## src/rtl/step_move_scheduler.sv

```systemverilog
// Two-axis coordinated STEP/DIR move sequencer with Bresenham interpolation.
// Optional DIR-to-STEP setup phase enabled by defining STEP_DIR_SETUP_EN.
module step_move_scheduler #(
    parameter int CNT_W         = 32,
    parameter int DIV_W         = 16,
    parameter int PULSE_CYC     = 4,
    parameter int DIR_SETUP_CYC = 8
) (
    input  logic             clk,
    input  logic             reset,
    input  logic             cmd_valid,
    output logic             cmd_ready,
    input  logic [CNT_W-1:0] steps1,
    input  logic             dir1,
    input  logic [CNT_W-1:0] steps2,
    input  logic             dir2,
    input  logic [DIV_W-1:0] period,
    input  logic             abort,
    output logic             step1_out,
    output logic             dir1_out,
    output logic             step2_out,
    output logic             dir2_out,
    output logic             busy,
    output logic             done,
    output logic             aborted
);
    localparam int PW = $clog2(PULSE_CYC + 1);
    localparam int SW = $clog2(DIR_SETUP_CYC + 1);
    localparam logic [DIV_W-1:0] MIN_PERIOD = DIV_W'(PULSE_CYC + 1);

    typedef enum logic [1:0] {S_IDLE, S_SETUP, S_RUN, S_DONE} state_t;

    state_t                  state_reg, state_next;
    logic [CNT_W-1:0]        major_reg, major_next;
    logic [CNT_W-1:0]        minor_reg, minor_next;
    logic [CNT_W-1:0]        remaining_reg, remaining_next;
    logic signed [CNT_W:0]   err_reg, err_next, err_sub;
    logic [DIV_W-1:0]        eff_reg, eff_next;
    logic [DIV_W-1:0]        tick_cnt_reg, tick_cnt_next;
    logic [PW-1:0]           pulse_cnt_reg, pulse_cnt_next;
    logic [SW-1:0]           setup_cnt_reg, setup_cnt_next;
    logic                    major2_reg, major2_next;
    logic                    dir1_reg, dir1_next, dir2_reg, dir2_next;
    logic                    aborting_reg, aborting_next;
    logic [1:0]              step_reg, step_next, fire;
    logic                    transfer, tick, minor_fire, cmd_major2;
    logic [CNT_W-1:0]        cmd_major, cmd_minor;

    assign transfer   = cmd_valid && (state_reg == S_IDLE);
    // Tie goes to axis 1 as major
    assign cmd_major2 = steps2 > steps1;
    assign cmd_major  = cmd_major2 ? steps2 : steps1;
    assign cmd_minor  = cmd_major2 ? steps1 : steps2;
    assign err_sub    = err_reg - $signed({1'b0, minor_reg});

    always_comb begin
        state_next     = state_reg;
        major_next     = major_reg;
        minor_next     = minor_reg;
        remaining_next = remaining_reg;
        err_next       = err_reg;
        eff_next       = eff_reg;
        tick_cnt_next  = tick_cnt_reg;
        setup_cnt_next = setup_cnt_reg;
        major2_next    = major2_reg;
        dir1_next      = dir1_reg;
        dir2_next      = dir2_reg;
        aborting_next  = aborting_reg;
        tick           = 1'b0;
        minor_fire     = 1'b0;
        case (state_reg)
            S_IDLE: begin
                if (transfer) begin
                    major2_next    = cmd_major2;
                    major_next     = cmd_major;
                    minor_next     = cmd_minor;
                    remaining_next = cmd_major;
                    err_next       = $signed({1'b0, cmd_major >> 1});
                    eff_next       = (period < MIN_PERIOD) ? MIN_PERIOD : period;
                    tick_cnt_next  = '0;
                    setup_cnt_next = SW'(DIR_SETUP_CYC - 1);
                    aborting_next  = 1'b0;
                    dir1_next      = dir1;
                    dir2_next      = dir2;
                    if (cmd_major == '0)
                        state_next = S_DONE;
                    else
`ifdef STEP_DIR_SETUP_EN
                        state_next = S_SETUP;
`else
                        state_next = S_RUN;
`endif
                end
            end
            S_SETUP: begin
                if (abort) begin
                    aborting_next = 1'b1;
                    state_next    = S_DONE;
                end else if (setup_cnt_reg == '0) begin
                    state_next = S_RUN;
                end else begin
                    setup_cnt_next = setup_cnt_reg - 1'b1;
                end
            end
            S_RUN: begin
                if (abort)
                    aborting_next = 1'b1;
                if (!abort && !aborting_reg && remaining_reg != '0 && tick_cnt_reg == '0) begin
                    tick           = 1'b1;
                    tick_cnt_next  = eff_reg - 1'b1;
                    remaining_next = remaining_reg - 1'b1;
                    if (err_sub[CNT_W]) begin
                        err_next   = err_sub + $signed({1'b0, major_reg});
                        minor_fire = 1'b1;
                    end else begin
                        err_next = err_sub;
                    end
                end else if (tick_cnt_reg != '0) begin
                    tick_cnt_next = tick_cnt_reg - 1'b1;
                end
                // Leave only once in-flight pulses have finished their full width
                if ((remaining_reg == '0 || abort || aborting_reg) && step_reg == 2'b00)
                    state_next = S_DONE;
            end
            S_DONE: state_next = S_IDLE;
            default: state_next = S_IDLE;
        endcase
    end

    assign fire[0] = major2_reg ? minor_fire : tick;
    assign fire[1] = major2_reg ? tick : minor_fire;

    // Both axes start together on a tick, so one shared width counter suffices
    assign pulse_cnt_next = tick ? PW'(PULSE_CYC - 1)
                          : (pulse_cnt_reg != '0) ? pulse_cnt_reg - 1'b1 : pulse_cnt_reg;

    generate
        for (genvar gi = 0; gi < 2; gi++) begin : g_axis
            assign step_next[gi] = fire[gi] || (step_reg[gi] && pulse_cnt_reg != '0);
        end
    endgenerate

    always_ff @(posedge clk) begin
        if (!reset) begin
            state_reg     <= S_IDLE;
            major_reg     <= '0;
            minor_reg     <= '0;
            remaining_reg <= '0;
            err_reg       <= '0;
            eff_reg       <= '0;
            tick_cnt_reg  <= '0;
            pulse_cnt_reg <= '0;
            setup_cnt_reg <= '0;
            major2_reg    <= 1'b0;
            dir1_reg      <= 1'b0;
            dir2_reg      <= 1'b0;
            aborting_reg  <= 1'b0;
            step_reg      <= 2'b00;
        end else begin
            state_reg     <= state_next;
            major_reg     <= major_next;
            minor_reg     <= minor_next;
            remaining_reg <= remaining_next;
            err_reg       <= err_next;
            eff_reg       <= eff_next;
            tick_cnt_reg  <= tick_cnt_next;
            pulse_cnt_reg <= pulse_cnt_next;
            setup_cnt_reg <= setup_cnt_next;
            major2_reg    <= major2_next;
            dir1_reg      <= dir1_next;
            dir2_reg      <= dir2_next;
            aborting_reg  <= aborting_next;
            step_reg      <= step_next;
        end
    end

    assign cmd_ready = (state_reg == S_IDLE);
    assign busy      = (state_reg != S_IDLE);
    assign done      = (state_reg == S_DONE);
    assign aborted   = (state_reg == S_DONE) && aborting_reg;
    assign step1_out = step_reg[0];
    assign step2_out = step_reg[1];
    assign dir1_out  = dir1_reg;
    assign dir2_out  = dir2_reg;
endmodule
```

## config.mk

```make
export PLATFORM = sky130hd
export DESIGN_NAME = step_move_scheduler
export DESIGN_NICKNAME = d
export VERILOG_FILES = /design/src/rtl/step_move_scheduler.sv
export SDC_FILE = /design/constraint.sdc
export NUM_CORES = 1
export LEC_CHECK = 0
export CORE_MARGIN = 3
export CORE_UTILIZATION = 45
export DETAILED_ROUTE_END_ITERATION = 12
export HOLD_SLACK_MARGIN = 0.15
export MAX_ROUTING_LAYER = met4
export PLACE_DENSITY = 0.69
export SKIP_LAST_GASP = 1
export SLEW_MARGIN = 40
export SYNTH_ARGS = -nofsm -noshare
export SYNTH_HDL_FRONTEND = slang
export SYNTH_SLANG_ARGS = --single-unit
```

## constraint.sdc

```tcl
create_clock -name clk -period 4.07 [get_ports clk]
set_input_delay 0.814 -clock clk [delete_from_list [all_inputs] [get_ports clk]]
set_output_delay 0.814 -clock clk [all_outputs]
set_load 0.02 [all_outputs]
```

==> reports/qor.yml <==
global_routing:
  grt_pass1_wl_mm: 68.58
  antenna_found_initial: 0
  grt_pass1_vias: 13560
  grt_usage_pct: 27.45
  overflow: 0
  grt_max_degree: 152
cts:
  clock_sinks: 176
  htreeDepth: 4
  cts-buffers-inserted: 17
  clk_pin_slew_worst_paths_ps: 80
  cts_tree: "yes"
  clk_latency_ps: 440
  clockRootBuffer: "clkbuf_16"
  ctsLongestPathBuffers: 2
sta:
  finalMaxSlewViolations: 0
  setup_slack_ps: -313.6
  setup-tns-final_ps: -2153
  fin_crit_ps: 4384
  fmax_ghz: 0.2281
  skew_ps: 12.35
  fin_crit_sh_pct: 107.7
  tightest_slew_ps: 772.7
  finalHoldViolations: 0
  finalSetupViolations: 15
  rsz0062_at_grt: "true"
  max_slew_margin_pct: 47.81
place:
  place_ws_ps: -393.8
  dpl.hpwl_mm: 31.24
  numPortBuffers: 93
  gp_congestion: 0.9177
yosys:
  synth_top_cells_by_count: "nor2_1, a21oi_1, dfxtp_1"
  synth_edf_count: 0
  ys_ff_latch: 176
  synth_cell_types: 81
  synth_ff_type: "dfxtp_1"
  netlist_area_sq_um: 13290
  synth_warnings: 0
  yosysSeqAreaShare_pct: 26.52
  synthTopCellsByArea: "dfxtp_1, ha_1, a21oi_1, nor2_1, mux2i_1"
  synth_cells: 1752
  synth_top_cell_by_area: "dfxtp_1"
  syn-num-nets: 1950
  synth-async-reset-ratio_pct: 0
  yosysTopAreaCellShare_pct: 26.52
  synth.most_common_cell: "nor2_1"
  avgSynthCellArea_sq_um: 7.584
floorplan:
  die_h_um: 177.8
  row_count: 62
  die_w_um: 177.8
  core_sq_um: 28940
  initial_core_util_pct: 45.92
  dieArea_sq_um: 31630
  io_pins: 94
cells_and_area:
  antenna_cells: 0
  drive_above_1_share_pct: 21.54
  largest_reg_flops: 33
  fin_nets: 2256
  area_delta_synth_final_pct: 33.27
worst_hold_path:
  hold_path_class: "reg2reg"
  holdPathStages: 2
critical_path:
  cp_max_fo: 5
  rr_worst_depth: 21
  critical_path_class: "reg2reg"
  cp-end-kind: "flop"
  slowest_delay_ps: 350
  crit_chain: "inv_2 -> ha_4 -> o211ai_1 -> a21oi_4 -> o41ai_4 -> nand2_2 -> a21o_1 -> a21oi_2 -> xnor2_2 -> ha_4 -> a21o_1 -> a21oi_2 -> o22a_1 -> nand3_2 -> and4_1 -> or3_4 -> a221oi_4 -> o22ai_2 -> o31a_1 -> a32oi_1 -> a21oi_1"
  crit_buf_inv: 1
  critPathTopFamily: "compound AO/OA/AOI/OAI gates"
  cp.arrival_ps: 4700
  cp_data_required_time_ps: 4380
  cp-start-kind: "flop"
  crit_cells: 21
  critPathSlowestCell: "or3_4"
detailed_routing:
  first_pass_iters: 6
  drt_iter0_markers: 1140
  routed_via_density: 5.820
  wl_met2_mm: 20.20
  antenna_left: 0
  wl_met1_mm: 19.07
  dr_total_vias: 14290
  wire_per_inst_um: 17.48
  route.top_layer_used: "met4"
  met3_length_mm: 2.960
  drcViolationCount: 0
  wl_mm: 42.91
outcome:
  violations: "negative setup slack"
  status: "finished with violations"
run:
  maxCapViolCount: 0
-- through the flow --
stage	hold WS (ps)	cells	utilization (%)	instance area, sq um
after floorplan	431.9	1752	-	13390
after global placement	444.7	2391	56.69	16400
after detailed placement	449.9	2391	56.69	16400
after CTS	459.5	2443	60.04	17370
after global routing	473.9	2455	61.20	17710
final	458.0	2455	61.20	17710
-- final timing paths --
| path | slack, ps | to | startpoint |
|---|---|---|---|
| hold reg to reg | 460 | dir2_out$_SDFFE_PN0P_ | dir2_out$_SDFFE_PN0P_ |
| hold / removal | 460 | dir2_out$_SDFFE_PN0P_ | dir2_out$_SDFFE_PN0P_ |
| setup reg to reg | -310 | err_reg[31]$_SDFFE_PN0P_ | minor_reg[3]$_SDFFE_PN0P_ |
| setup / recovery | -310 | err_reg[31]$_SDFFE_PN0P_ | minor_reg[3]$_SDFFE_PN0P_ |
-- worst reg2reg max path, delay by kind of cell, from the launching register on --
| kind | cells | cell delay (ps) |
|---|---|---|
| xor gates and xnor gates | 1 | 170 |
| AOI/OAI and AO/OA | 13 | 2490 |
| and+or+nand+nor | 4 | 740 |
| adders and majority gates | 2 | 500 |
| buffers and inverters | 1 | 40 |
| DFF | 1 | 330 |
-- routing by layer --
layer  vias up  track usage (%)
li1       7016                -
met1      6698            36.33
met2       519            45.17
met3        54            3.059
met4         0            6.315
met5         -                -
-- placed cells by master, fill, tap and decap left out, types with 17 or more instances in the layout --
cell,n
a211oi_1,77
a21o_1,43
a21oi_1,161
a21oi_2,20
buf_4,269
clkbuf_16,17
clkdlybuf4s50_1,92
dfxtp_1,171
ha_1,95
inv_1,91
mux2i_1,76
nand2_1,137
nand3_1,20
nand4_1,22
nor2_1,212
nor3_1,50
nor4_1,32
o21a_1,17
o21ai_0,105
xnor2_1,29
xor2_1,20
-- cell type report --
| cell class | count | area [sq um] |
|---|---|---|
| inverter | 98 | 369.1 |
| clock inverter | 15 | 152.6 |
| clock buffer | 17 | 425.4 |
| tap | 384 | 480.5 |
| timing repair buffer | 371 | 3090 |
| fill | 2537 | 11230 |
| multi-input combinational | 1394 | 9661 |
| sequential | 176 | 3530 |
-- logic make-up (layout without fill, tap and decap cells) --
family | count (synthesis) | count (layout) | synth area share (%)
AND/OR/NAND/NOR | 575 | 575 | 20.21
AO/OA/AOI/OAI | 566 | 566 | 27.20
buffers and inverters | 182 | 501 | 5.217
flip-flops | 176 | 176 | 26.52
adder cells (fa/ha/maj) | 112 | 112 | 10.66
multiplexers | 86 | 86 | 6.573
XOR/XNOR | 55 | 55 | 3.625
-- what timing repair did --
| action | 4_1_cts | 5_1_grt |
|---|---|---|
| pin swaps | 50 | 39 |
| setup endpoints to repair | 18 | 20 |
| hold buffers | 0 | 0 |
| endpoints found under the hold margin | 0 | 0 |
| buffers inserted | 20 | 12 |
| gates resized for setup | 60 | 47 |
Power is not shown: default switching activity piles up to over one toggle a cycle in this logic, so the estimate is an artifact.
